===== config.mk =====
export PLATFORM = sky130hd
export DESIGN_NAME = vga_pingpong_fb_flat
export DESIGN_NICKNAME = d
export VERILOG_FILES = /design/src/rtl/vga_pingpong_fb_if.sv /design/src/rtl/vga_pingpong_fb.sv /design/src/flat_wrapper.sv
export SDC_FILE = /design/constraint.sdc
export NUM_CORES = 2
export LEC_CHECK = 0
export BUFFER_PORTS_ARGS = -buffer_cell sky130_fd_sc_hd__buf_4
export CORE_ASPECT_RATIO = 2
export CORE_MARGIN = 5
export CORE_UTILIZATION = 69
export DETAILED_ROUTE_END_ITERATION = 8
export PLACE_DENSITY_LB_ADDON = 0.12
export REMOVE_ABC_BUFFERS = 1
export SYNTH_ARGS = -nofsm -noshare
export SYNTH_HDL_FRONTEND = slang
export SYNTH_SLANG_ARGS = --single-unit

===== constraint.sdc =====
create_clock -name clk -period 5.35 [get_ports clk]
set_input_delay 0.8025 -clock clk [delete_from_list [all_inputs] [get_ports clk]]
set_output_delay 0.8025 -clock clk [all_outputs]
set_load 0.02 [all_outputs]

===== src/rtl/vga_pingpong_fb_if.sv =====
`default_nettype none
// ============================================================================
// vga_pingpong_fb_if : writer-side pixel write port and swap handshake
// Rev 1.0
// ============================================================================
interface vga_pingpong_fb_if #(
  parameter int PIXEL_W = 3,
  parameter int H_RES   = 16,
  parameter int V_RES   = 12,
  parameter int XW      = $clog2(H_RES),
  parameter int YW      = $clog2(V_RES)
);
  logic               wr_en;
  logic [XW-1:0]      wr_x;
  logic [YW-1:0]      wr_y;
  logic [PIXEL_W-1:0] wr_data;
  logic               wr_ready;
  logic               swap_req;
  logic               swap_ack;

  modport master (
    output wr_en, wr_x, wr_y, wr_data, swap_req,
    input  wr_ready, swap_ack
  );

  modport slave (
    input  wr_en, wr_x, wr_y, wr_data, swap_req,
    output wr_ready, swap_ack
  );
endinterface
`default_nettype wire


===== src/rtl/vga_pingpong_fb.sv =====
`default_nettype none
// ============================================================================
// vga_pingpong_fb : ping-pong frame buffer, swap taken only at frame end.
// Optional back-buffer clear after each swap: VGA_FB_CLEAR_ON_SWAP_EN
// Rev 1.0
// ============================================================================
module vga_pingpong_fb #(
  parameter int PIXEL_W = 3,
  parameter int H_RES   = 16,
  parameter int V_RES   = 12,
  parameter int XW      = $clog2(H_RES),
  parameter int YW      = $clog2(V_RES)
) (
  input  wire logic         clk,
  input  wire logic         resetn,
  input  wire logic         pix_ce,
  output logic [PIXEL_W-1:0] pixel,
  output logic              pix_valid,
  output logic [XW-1:0]     scan_x,
  output logic [YW-1:0]     scan_y,
  output logic              frame_start,
  output logic              front_sel,
  vga_pingpong_fb_if.slave  wr_bus
);
  localparam int DEPTH = H_RES * V_RES;
  localparam int AW    = $clog2(DEPTH);

  localparam logic [1:0] C_IDLE    = 2'd0;
  localparam logic [1:0] C_PENDING = 2'd1;
`ifdef VGA_FB_CLEAR_ON_SWAP_EN
  localparam logic [1:0] C_CLEAR   = 2'd2;
`endif

  logic [PIXEL_W-1:0] r_mem [2][DEPTH];
  logic [XW-1:0]      r_scan_x;
  logic [YW-1:0]      r_scan_y;
  logic [PIXEL_W-1:0] r_pixel;
  logic               r_pix_valid;
  logic               r_frame_start;
  logic [1:0]         r_state;
  logic [1:0]         w_state_nxt;
  logic               r_front_sel;
  logic               r_swap_taken;
  logic               r_swap_ack;
  logic               w_wr_ready;
  logic               w_swap_take;
  logic               w_x_last;
  logic               w_y_last;
  logic               w_frame_end;
  logic               w_wr_in_range;
  logic               w_wr_fire;
  logic [AW-1:0]      w_rd_addr;
  logic [AW-1:0]      w_wr_addr;
`ifdef VGA_FB_CLEAR_ON_SWAP_EN
  logic [AW-1:0]      r_clr_addr;
  logic               w_clearing;
  logic               w_clr_last;
`endif

  assign w_x_last      = (r_scan_x == XW'(H_RES - 1));
  assign w_y_last      = (r_scan_y == YW'(V_RES - 1));
  assign w_frame_end   = pix_ce && w_x_last && w_y_last;
  assign w_rd_addr     = AW'(int'(r_scan_y) * H_RES + int'(r_scan_x));
  assign w_wr_addr     = AW'(int'(wr_bus.wr_y) * H_RES + int'(wr_bus.wr_x));
  assign w_wr_in_range = (int'(wr_bus.wr_x) < H_RES) && (int'(wr_bus.wr_y) < V_RES);
  assign w_wr_fire     = wr_bus.wr_en && w_wr_ready && w_wr_in_range;
`ifdef VGA_FB_CLEAR_ON_SWAP_EN
  assign w_clr_last    = (r_clr_addr == AW'(DEPTH - 1));
`endif

  always_ff @(posedge clk or negedge resetn) begin
    if (!resetn) begin
      r_scan_x      <= '0;
      r_scan_y      <= '0;
      r_pixel       <= '0;
      r_pix_valid   <= 1'b0;
      r_frame_start <= 1'b0;
    end else begin
      r_pix_valid   <= pix_ce;
      r_frame_start <= pix_ce && (r_scan_x == '0) && (r_scan_y == '0);
      if (pix_ce) begin
        r_pixel <= r_mem[r_front_sel][w_rd_addr];
        if (w_x_last) begin
          r_scan_x <= '0;
          r_scan_y <= w_y_last ? '0 : r_scan_y + 1'b1;
        end else begin
          r_scan_x <= r_scan_x + 1'b1;
        end
      end
    end
  end

  // Only the back buffer (~front) is ever written, by the port or the clear engine.
  always_ff @(posedge clk or negedge resetn) begin
    if (!resetn) begin
      for (int i = 0; i < DEPTH; i++) begin
        r_mem[0][i] <= '0;
        r_mem[1][i] <= '0;
      end
    end else begin
      if (w_wr_fire)
        r_mem[~r_front_sel][w_wr_addr] <= wr_bus.wr_data;
`ifdef VGA_FB_CLEAR_ON_SWAP_EN
      if (w_clearing)
        r_mem[~r_front_sel][r_clr_addr] <= '0;
`endif
    end
  end

  always_ff @(posedge clk or negedge resetn) begin
    if (!resetn) begin
      r_state      <= C_IDLE;
      r_front_sel  <= 1'b0;
      r_swap_taken <= 1'b0;
      r_swap_ack   <= 1'b0;
`ifdef VGA_FB_CLEAR_ON_SWAP_EN
      r_clr_addr   <= '0;
`endif
    end else begin
      r_state      <= w_state_nxt;
      r_swap_taken <= w_swap_take;
      r_swap_ack   <= r_swap_taken;
      if (w_swap_take)
        r_front_sel <= ~r_front_sel;
`ifdef VGA_FB_CLEAR_ON_SWAP_EN
      if (w_clearing)
        r_clr_addr <= w_clr_last ? '0 : r_clr_addr + 1'b1;
`endif
    end
  end

  // A request still held across the swap and ack cycles belongs to the old swap.
  always_comb begin
    w_state_nxt = r_state;
    case (r_state)
      C_IDLE:
        if (wr_bus.swap_req && !r_swap_taken && !r_swap_ack)
          w_state_nxt = C_PENDING;
      C_PENDING:
        if (w_frame_end)
`ifdef VGA_FB_CLEAR_ON_SWAP_EN
          w_state_nxt = C_CLEAR;
      C_CLEAR:
        if (w_clr_last)
          w_state_nxt = C_IDLE;
`else
          w_state_nxt = C_IDLE;
`endif
      default:
        w_state_nxt = C_IDLE;
    endcase
  end

  always_comb begin
    w_wr_ready  = 1'b0;
    w_swap_take = 1'b0;
`ifdef VGA_FB_CLEAR_ON_SWAP_EN
    w_clearing  = 1'b0;
`endif
    case (r_state)
      C_IDLE:    w_wr_ready  = 1'b1;
      C_PENDING: w_swap_take = w_frame_end;
`ifdef VGA_FB_CLEAR_ON_SWAP_EN
      C_CLEAR:   w_clearing  = 1'b1;
`endif
      default:   w_wr_ready  = 1'b0;
    endcase
  end

  assign pixel           = r_pixel;
  assign pix_valid       = r_pix_valid;
  assign scan_x          = r_scan_x;
  assign scan_y          = r_scan_y;
  assign frame_start     = r_frame_start;
  assign front_sel       = r_front_sel;
  assign wr_bus.wr_ready = w_wr_ready;
  assign wr_bus.swap_ack = r_swap_ack;
endmodule
`default_nettype wire

===== src/flat_wrapper.sv =====
// flat-port wrapper written by rule: the top's interface ports become plain ports
module vga_pingpong_fb_flat 
#(
  parameter int PIXEL_W = 3,
  parameter int H_RES   = 16,
  parameter int V_RES   = 12,
  parameter int XW      = $clog2(H_RES),
  parameter int YW      = $clog2(V_RES)
)
  (clk, resetn, pix_ce, pixel, pix_valid, scan_x, scan_y, frame_start, front_sel, wr_bus_wr_en, wr_bus_wr_x, wr_bus_wr_y, wr_bus_wr_data, wr_bus_swap_req, wr_bus_wr_ready, wr_bus_swap_ack);
  vga_pingpong_fb_if #(.PIXEL_W(PIXEL_W), .H_RES(H_RES), .V_RES(V_RES), .XW(XW), .YW(YW)) wr_bus_i ();
  input  wire logic clk;
  input  wire logic resetn;
  input  wire logic pix_ce;
  output logic [PIXEL_W-1:0] pixel;
  output logic pix_valid;
  output logic [XW-1:0] scan_x;
  output logic [YW-1:0] scan_y;
  output logic frame_start;
  output logic front_sel;
  input wire logic [$bits(wr_bus_i.wr_en)-1:0] wr_bus_wr_en;
  input wire logic [$bits(wr_bus_i.wr_x)-1:0] wr_bus_wr_x;
  input wire logic [$bits(wr_bus_i.wr_y)-1:0] wr_bus_wr_y;
  input wire logic [$bits(wr_bus_i.wr_data)-1:0] wr_bus_wr_data;
  input wire logic [$bits(wr_bus_i.swap_req)-1:0] wr_bus_swap_req;
  output wire logic [$bits(wr_bus_i.wr_ready)-1:0] wr_bus_wr_ready;
  output wire logic [$bits(wr_bus_i.swap_ack)-1:0] wr_bus_swap_ack;
  assign wr_bus_i.wr_en = wr_bus_wr_en;
  assign wr_bus_i.wr_x = wr_bus_wr_x;
  assign wr_bus_i.wr_y = wr_bus_wr_y;
  assign wr_bus_i.wr_data = wr_bus_wr_data;
  assign wr_bus_i.swap_req = wr_bus_swap_req;
  assign wr_bus_wr_ready = wr_bus_i.wr_ready;
  assign wr_bus_swap_ack = wr_bus_i.swap_ack;
  vga_pingpong_fb #(.PIXEL_W(PIXEL_W), .H_RES(H_RES), .V_RES(V_RES), .XW(XW), .YW(YW)) u_core (.clk(clk), .resetn(resetn), .pix_ce(pix_ce), .pixel(pixel), .pix_valid(pix_valid), .scan_x(scan_x), .scan_y(scan_y), .frame_start(frame_start), .front_sel(front_sel), .wr_bus(wr_bus_i));
endmodule

Yosys cells after proc, flatten, opt, wreduce, memory -nomap -nowiden
Cells that the tools add are included.
{"block": "classes", "eq_ne": 5, "addsub": 4, "n_reduce_logical": 17, "n_lt_le_gt_ge": 7, "muxes": 18, "bitwise_logic": 5}
{"op": "576-bit 2-to-1 mux", "n": 4}
{"op": "1152-bit bitwise mux", "n": 1}
{"op": "576-bit demux with 1-bit select", "n": 1}
{"op": "3-bit binary-select mux with 8-bit select", "n": 1}
{"op": "3-bit demux with 8-bit select", "n": 1}
{"op": "9-bit greater-or-equal comparator, second input constant", "n": 2}
{"op": "8-bit NOT with 9-bit output", "n": 2}
{"op": "8-bit by 4-bit adder with 8-bit output", "n": 2}
{"op": "1-bit logical AND", "n": 10}
{"op": "9-bit by 1-bit less-than comparator with 1-bit output, second input constant", "n": 1}
{"op": "3-bit 2-to-1 mux", "n": 3}
{"op": "4-bit by 1-bit adder with 4-bit output, second input constant", "n": 2}
{"op": "4-bit == test, second input constant", "n": 2}
{"op": "4-bit zero test", "n": 2}
{"op": "4-bit 2-to-1 mux", "n": 2}
{"op": "2-bit greater-or-equal comparator, second input constant", "n": 2}
{"op": "4-bit less-than comparator, second input constant", "n": 1}
{"op": "2-bit 2-to-1 mux", "n": 2}
{"op": "2-bit by 1-bit inequality test with 1-bit output, second input constant", "n": 2}
{"op": "1-bit NOT with 2-bit output", "n": 2}
{"op": "2-bit one-hot mux with 2 select lines", "n": 1}
{"op": "2-bit AND reduction", "n": 2}
{"op": "2-bit by 1-bit == test with 1-bit output, second input constant", "n": 1}
{"op": "1-bit zero test", "n": 2}
{"op": "4 further kinds", "n": 5}
{"block": "totals", "in_bits": 16, "regBits": 1170, "out_inout_bits": 16}

Longest topological paths before layout
{"block": "logic_depth", "ltp_word": 9, "mapped_depth": 12}

Least setup slack after synthesis
No wires, ideal clock.
{"block": "synth_timing", "path_kind": "register to register", "start": "register u_core.r_front_sel (netlist: u_core.front_sel)", "end": "register u_core.r_pixel[2] (netlist: u_core.pixel[2])", "path_stages_with_launch": 10, "path_buffers": 3, "path_slack_ps": 2782, "arrival_ps": 2442, "t_required_ps": 5224, "period_less_slack_ps": 2568, "cell_sequence": "dfrtp_1 -> buf_6 -> buf_6 -> buf_2 -> mux4_2 -> o22ai_1 -> nor3_1 -> o32ai_1 -> o22ai_1 -> o32a_1"}
{"block": "synth_via", "elab_chain_cells": 7}
{"item": "start: declaration", "line": "vga_pingpong_fb.sv:42", "source": "logic r_front_sel;"}
{"item": "start signal: assignment", "line": "vga_pingpong_fb.sv:124", "source": "r_front_sel <= ~r_front_sel;"}
{"item": "1-bit NOT with 2-bit output (implied by the code)", "line": "vga_pingpong_fb.sv:82", "source": "r_pixel <= r_mem[r_front_sel][w_rd_addr];"}
{"item": "576-bit 2-to-1 mux (implied by the code) (3 in a row)", "line": "vga_pingpong_fb.sv:82"}
{"item": "3-bit binary-select mux with 8-bit select", "line": "vga_pingpong_fb.sv:82"}
{"item": "3-bit 2-to-1 mux (implied by the code) (2 in a row)", "line": "vga_pingpong_fb.sv:82"}
{"item": "end signal: assignment", "line": "vga_pingpong_fb.sv:82"}
{"item": "end: declaration", "line": "vga_pingpong_fb.sv:37", "source": "logic [PIXEL_W-1:0] r_pixel;"}
No other way between the ends. The select of a mux whose other input is x is not followed.
A chain may end at the register's enable or synchronous reset.

Final worst setup path
{"block": "layout_timing", "start": "register u_core.r_scan_x[1] (netlist: u_core.scan_x[1])", "end": "register u_core.r_pixel[2] (netlist: u_core.pixel[2])"}
{"block": "layout_via", "elab_chain_cells": 5}
{"item": "start: declaration", "line": "vga_pingpong_fb.sv:35", "source": "logic [XW-1:0] r_scan_x;"}
{"item": "start signal: assignment", "line": "vga_pingpong_fb.sv:87", "source": "r_scan_x <= r_scan_x + 1'b1;"}
{"item": "8-bit by 4-bit adder with 8-bit output", "line": "vga_pingpong_fb.sv:63", "source": "assign w_rd_addr = AW'(int'(r_scan_y) * H_RES + int'(r_scan_x));"}
{"item": "8-bit NOT with 9-bit output (implied by the code)", "line": "vga_pingpong_fb.sv:82"}
{"item": "3-bit binary-select mux with 8-bit select", "line": "vga_pingpong_fb.sv:82"}
{"item": "3-bit 2-to-1 mux (implied by the code) (2 in a row)", "line": "vga_pingpong_fb.sv:82"}
No other way between the ends. The select of a mux whose other input is x is not followed.

==> flow_summary.ini <==
[drt]
wl_per_cell_um = 31.7
drt_iter0_markers = 3139
dr_total_vias = 34469
drt_pass1_iterations = 6
drc_errors = 0
ant_nets = 0
viasPerCell = 7.03
drt_wl_total_um = 155000

[sta]
fmax_mhz = 238
hold_ws_ns = 0.170
tightest_slew_ns = 1.38
rsz0062_at_grt = false
period_minus_slack_ns = 4.20
setup-tns-final_ns = 0
fin_skew_ns = 0.0191
drv_slew = 0
worst_slack_ns = 1.15
hold_viol_final = 0
finalCritPeriodShare_pct = 78.5
setup_viol = 0
slew_headroom_pct = 5.69

[floorplanning]
fp.coreArea_um2 = 79100
initial_utilization_pct = 69.3
die_area_um2 = 85500
die_w_um = 209
die_y_um = 409
num_rows = 146
io_pins = 32

[min_path]
hold_path_class = primary input to async pin

[critical_path]
worst_ep_arrival_time_ns = 4.79
path_max_fanout = 51
end_kind = flip-flop
reg2reg_depth = 7
slowest_stage = nand2b_1
r2r_start = u_core.scan_x[1]
cp_cell_sequence = buf_4 -> nand2b_1 -> o22ai_1 -> nor3_1 -> o32ai_1 -> o22ai_1 -> o32a_1
critical-path-max-stage-delay_ns = 0.80
crit_type = flip-flop to flip-flop
r2r_setup_slack_ns = 1.15
start_kind = flip-flop
worstPathRequired_ns = 5.94
critical_path.most_common_cell = o22ai_1
rr_endpoint = u_core.pixel[2]

[global_route]
grt_use_total_pct = 36.6
antenna_found_initial = 3
grt_max_degree = 175
grt_pass1_vias = 38027
grt_pass1_wl_um = 236000
overflow = 0

[synth]
synth-seq-cells = 1169
synth-async-reset-ratio_pct = 100
yosysWarnings = 0
synth_seq_area_share_pct = 53.4
syn-mean-instance-area_um2 = 14.2
ys_types = 62
synth_ff_type = dfrtp_1
syn_inst = 3861
netlist_area_um2 = 54800
synth-edff-count = 0

[place]
dp_worst_setup_slack_ns = 1.32
dp_cells = 4716
gp_congestion = 0.940
io_buffers = 31
placed_cell_area_um2 = 55800
dpl.hpwl_um = 100000

[layout]
final_common_cell = dfrtp_1
final_cell_count_no_fill = 4904
nNetsFinal = 3802
drive_above_1_share_pct = 45.0
final_cell_mix = 1165 x dfrtp_1, 1155 x mux2_2, 347 x nand2_1
area_growth_pct = 8.39
fin_util_pct = 75.1
final_area_um2 = 59400

[cts]
tritoncts = built
clk_latency_ns = 0.70
htree_levels = 3
clk_path_buf_depth = 3
postCtsHoldBufs = 0
clkTransAtPathRegs_ns = 0.07
cts_buffers = 100
cts-resized-gates = 0
post-cts-setup-buffer-count = 0
clock-sinks = 1169
cts-root-buf = clkbuf_16

[power]
leakagePower_nw = 28.2
peakVddDrop_v = 0.000328
powerDensity_nw_per_um2 = 342
p_total_mw = 20.3

[run_status]
outcome = finished clean

[job]
cap_violations = 0
[where the power goes]
| group | switching [mW] | internal (mW) |
|---|---|---|
| Combinational | 2.41 | 0.921 |
| Sequential | 0.222 | 8.89 |
| Clock | 3.38 | 4.51 |
| Total | 6.01 | 14.3 |
[layout make-up]
type | instances | area [um2]
sequential | 1169 | 29300
multi-input combinational | 2394 | 24200
fill | 4885 | 19700
clock buffer | 140 | 2970
tap | 1036 | 1300
timing repair buffer | 109 | 1030
clock inverter | 47 | 608
inverter | 8 | 32.5
antenna | 1 | 2.50
[cell usage after synthesis (all sizes together) (2+ instances only)]
cell	instances	area share, %
inv	8	0.055
or3	3	0.034
mux2	1185	24
o311ai	5	0.080
o21ai	29	0.26
a2111oi	10	0.18
nand4	4	0.057
a211o	2	0.032
ha	4	0.091
nor2b	21	0.24
dfrtp	1169	53
o221ai	17	0.27
nor3b	2	0.037
nor4	3	0.034
o32ai	5	0.080
mux4	244	10
nor2	187	1.4
a221oi	5	0.080
buf	101	1.3
mux2i	94	1.7
o22ai	44	0.50
a311oi	3	0.048
clkbuf	189	1.3
o31ai	5	0.069
a211oi	15	0.21
o32a	3	0.055
nand3	19	0.18
o41ai	2	0.032
and3	9	0.10
nand2b	18	0.21
a22oi	9	0.12
o22a	2	0.032
nor3	37	0.39
nand2	347	2.4
or2	5	0.057
a31oi	11	0.13
a21oi	36	0.33
[worst max path at each step]
stage / slack, ns / endpoint / from
2_1_floorplan: -8.45 / u_core.r_mem[957] / u_core.front_sel
3_3_place_gp: 1.28 / u_core.pixel[2] / u_core.scan_x[1]
3_5_place_dp: 1.32 / u_core.pixel[2] / u_core.scan_x[1]
4_1_cts: 1.29 / u_core.pixel[2] / u_core.scan_x[1]
5_1_grt: 1.11 / u_core.pixel[2] / u_core.scan_x[1]
6_report: 1.15 / u_core.pixel[2] / u_core.scan_x[1]
[logic make-up (layout without fill, tap and decap cells)]
group / Yosys count / in the layout / synth area share [%]
buffers and inverters: 298 / 304 / 2.69
and+or+nand+nor: 659 / 659 / 5.15
muxes: 1523 / 1523 / 36.1
adders and majority gates: 4 / 4 / 0.0913
other: 0 / 1 / 0
DFF: 1169 / 1169 / 53.4
AOI/OAI and AO/OA: 206 / 206 / 2.56
xor gates and xnor gates: 2 / 2 / 0.0320
[layer usage]
| layer | up-vias | wire length (um) | global-route usage, % |
|---|---|---|---|
| met5 | - | 13 | 0 |
| met4 | 2 | 14900 | 27.7 |
| met3 | 599 | 10600 | 7.34 |
| met2 | 1561 | 77400 | 60.1 |
| met1 | 18339 | 52500 | 42.3 |
| li1 | 13968 | - | - |
[flip-flops by register name (all words and copies together) (netlist names)]
signal / count
u_core.scan_y: 4
u_core.wr_bus.swap_ack: 1
u_core.frame_start: 1
u_core.front_sel: 1
u_core.scan_x: 4
u_core.pix_valid: 1
u_core.pixel: 3
u_core.r_mem: 1152
u_core.r_state: 1
u_core.r_swap_taken: 1
[critical path: cells and delay by family, from the launching register on]
family	cells	cell delay, ns
DFF	1	0.70
buffers and inverters	1	0.75
and+or+nand+nor	2	0.98
AOI/OAI and AO/OA	4	1.57
No activity file was read; power rests on OpenSTA's default activity.
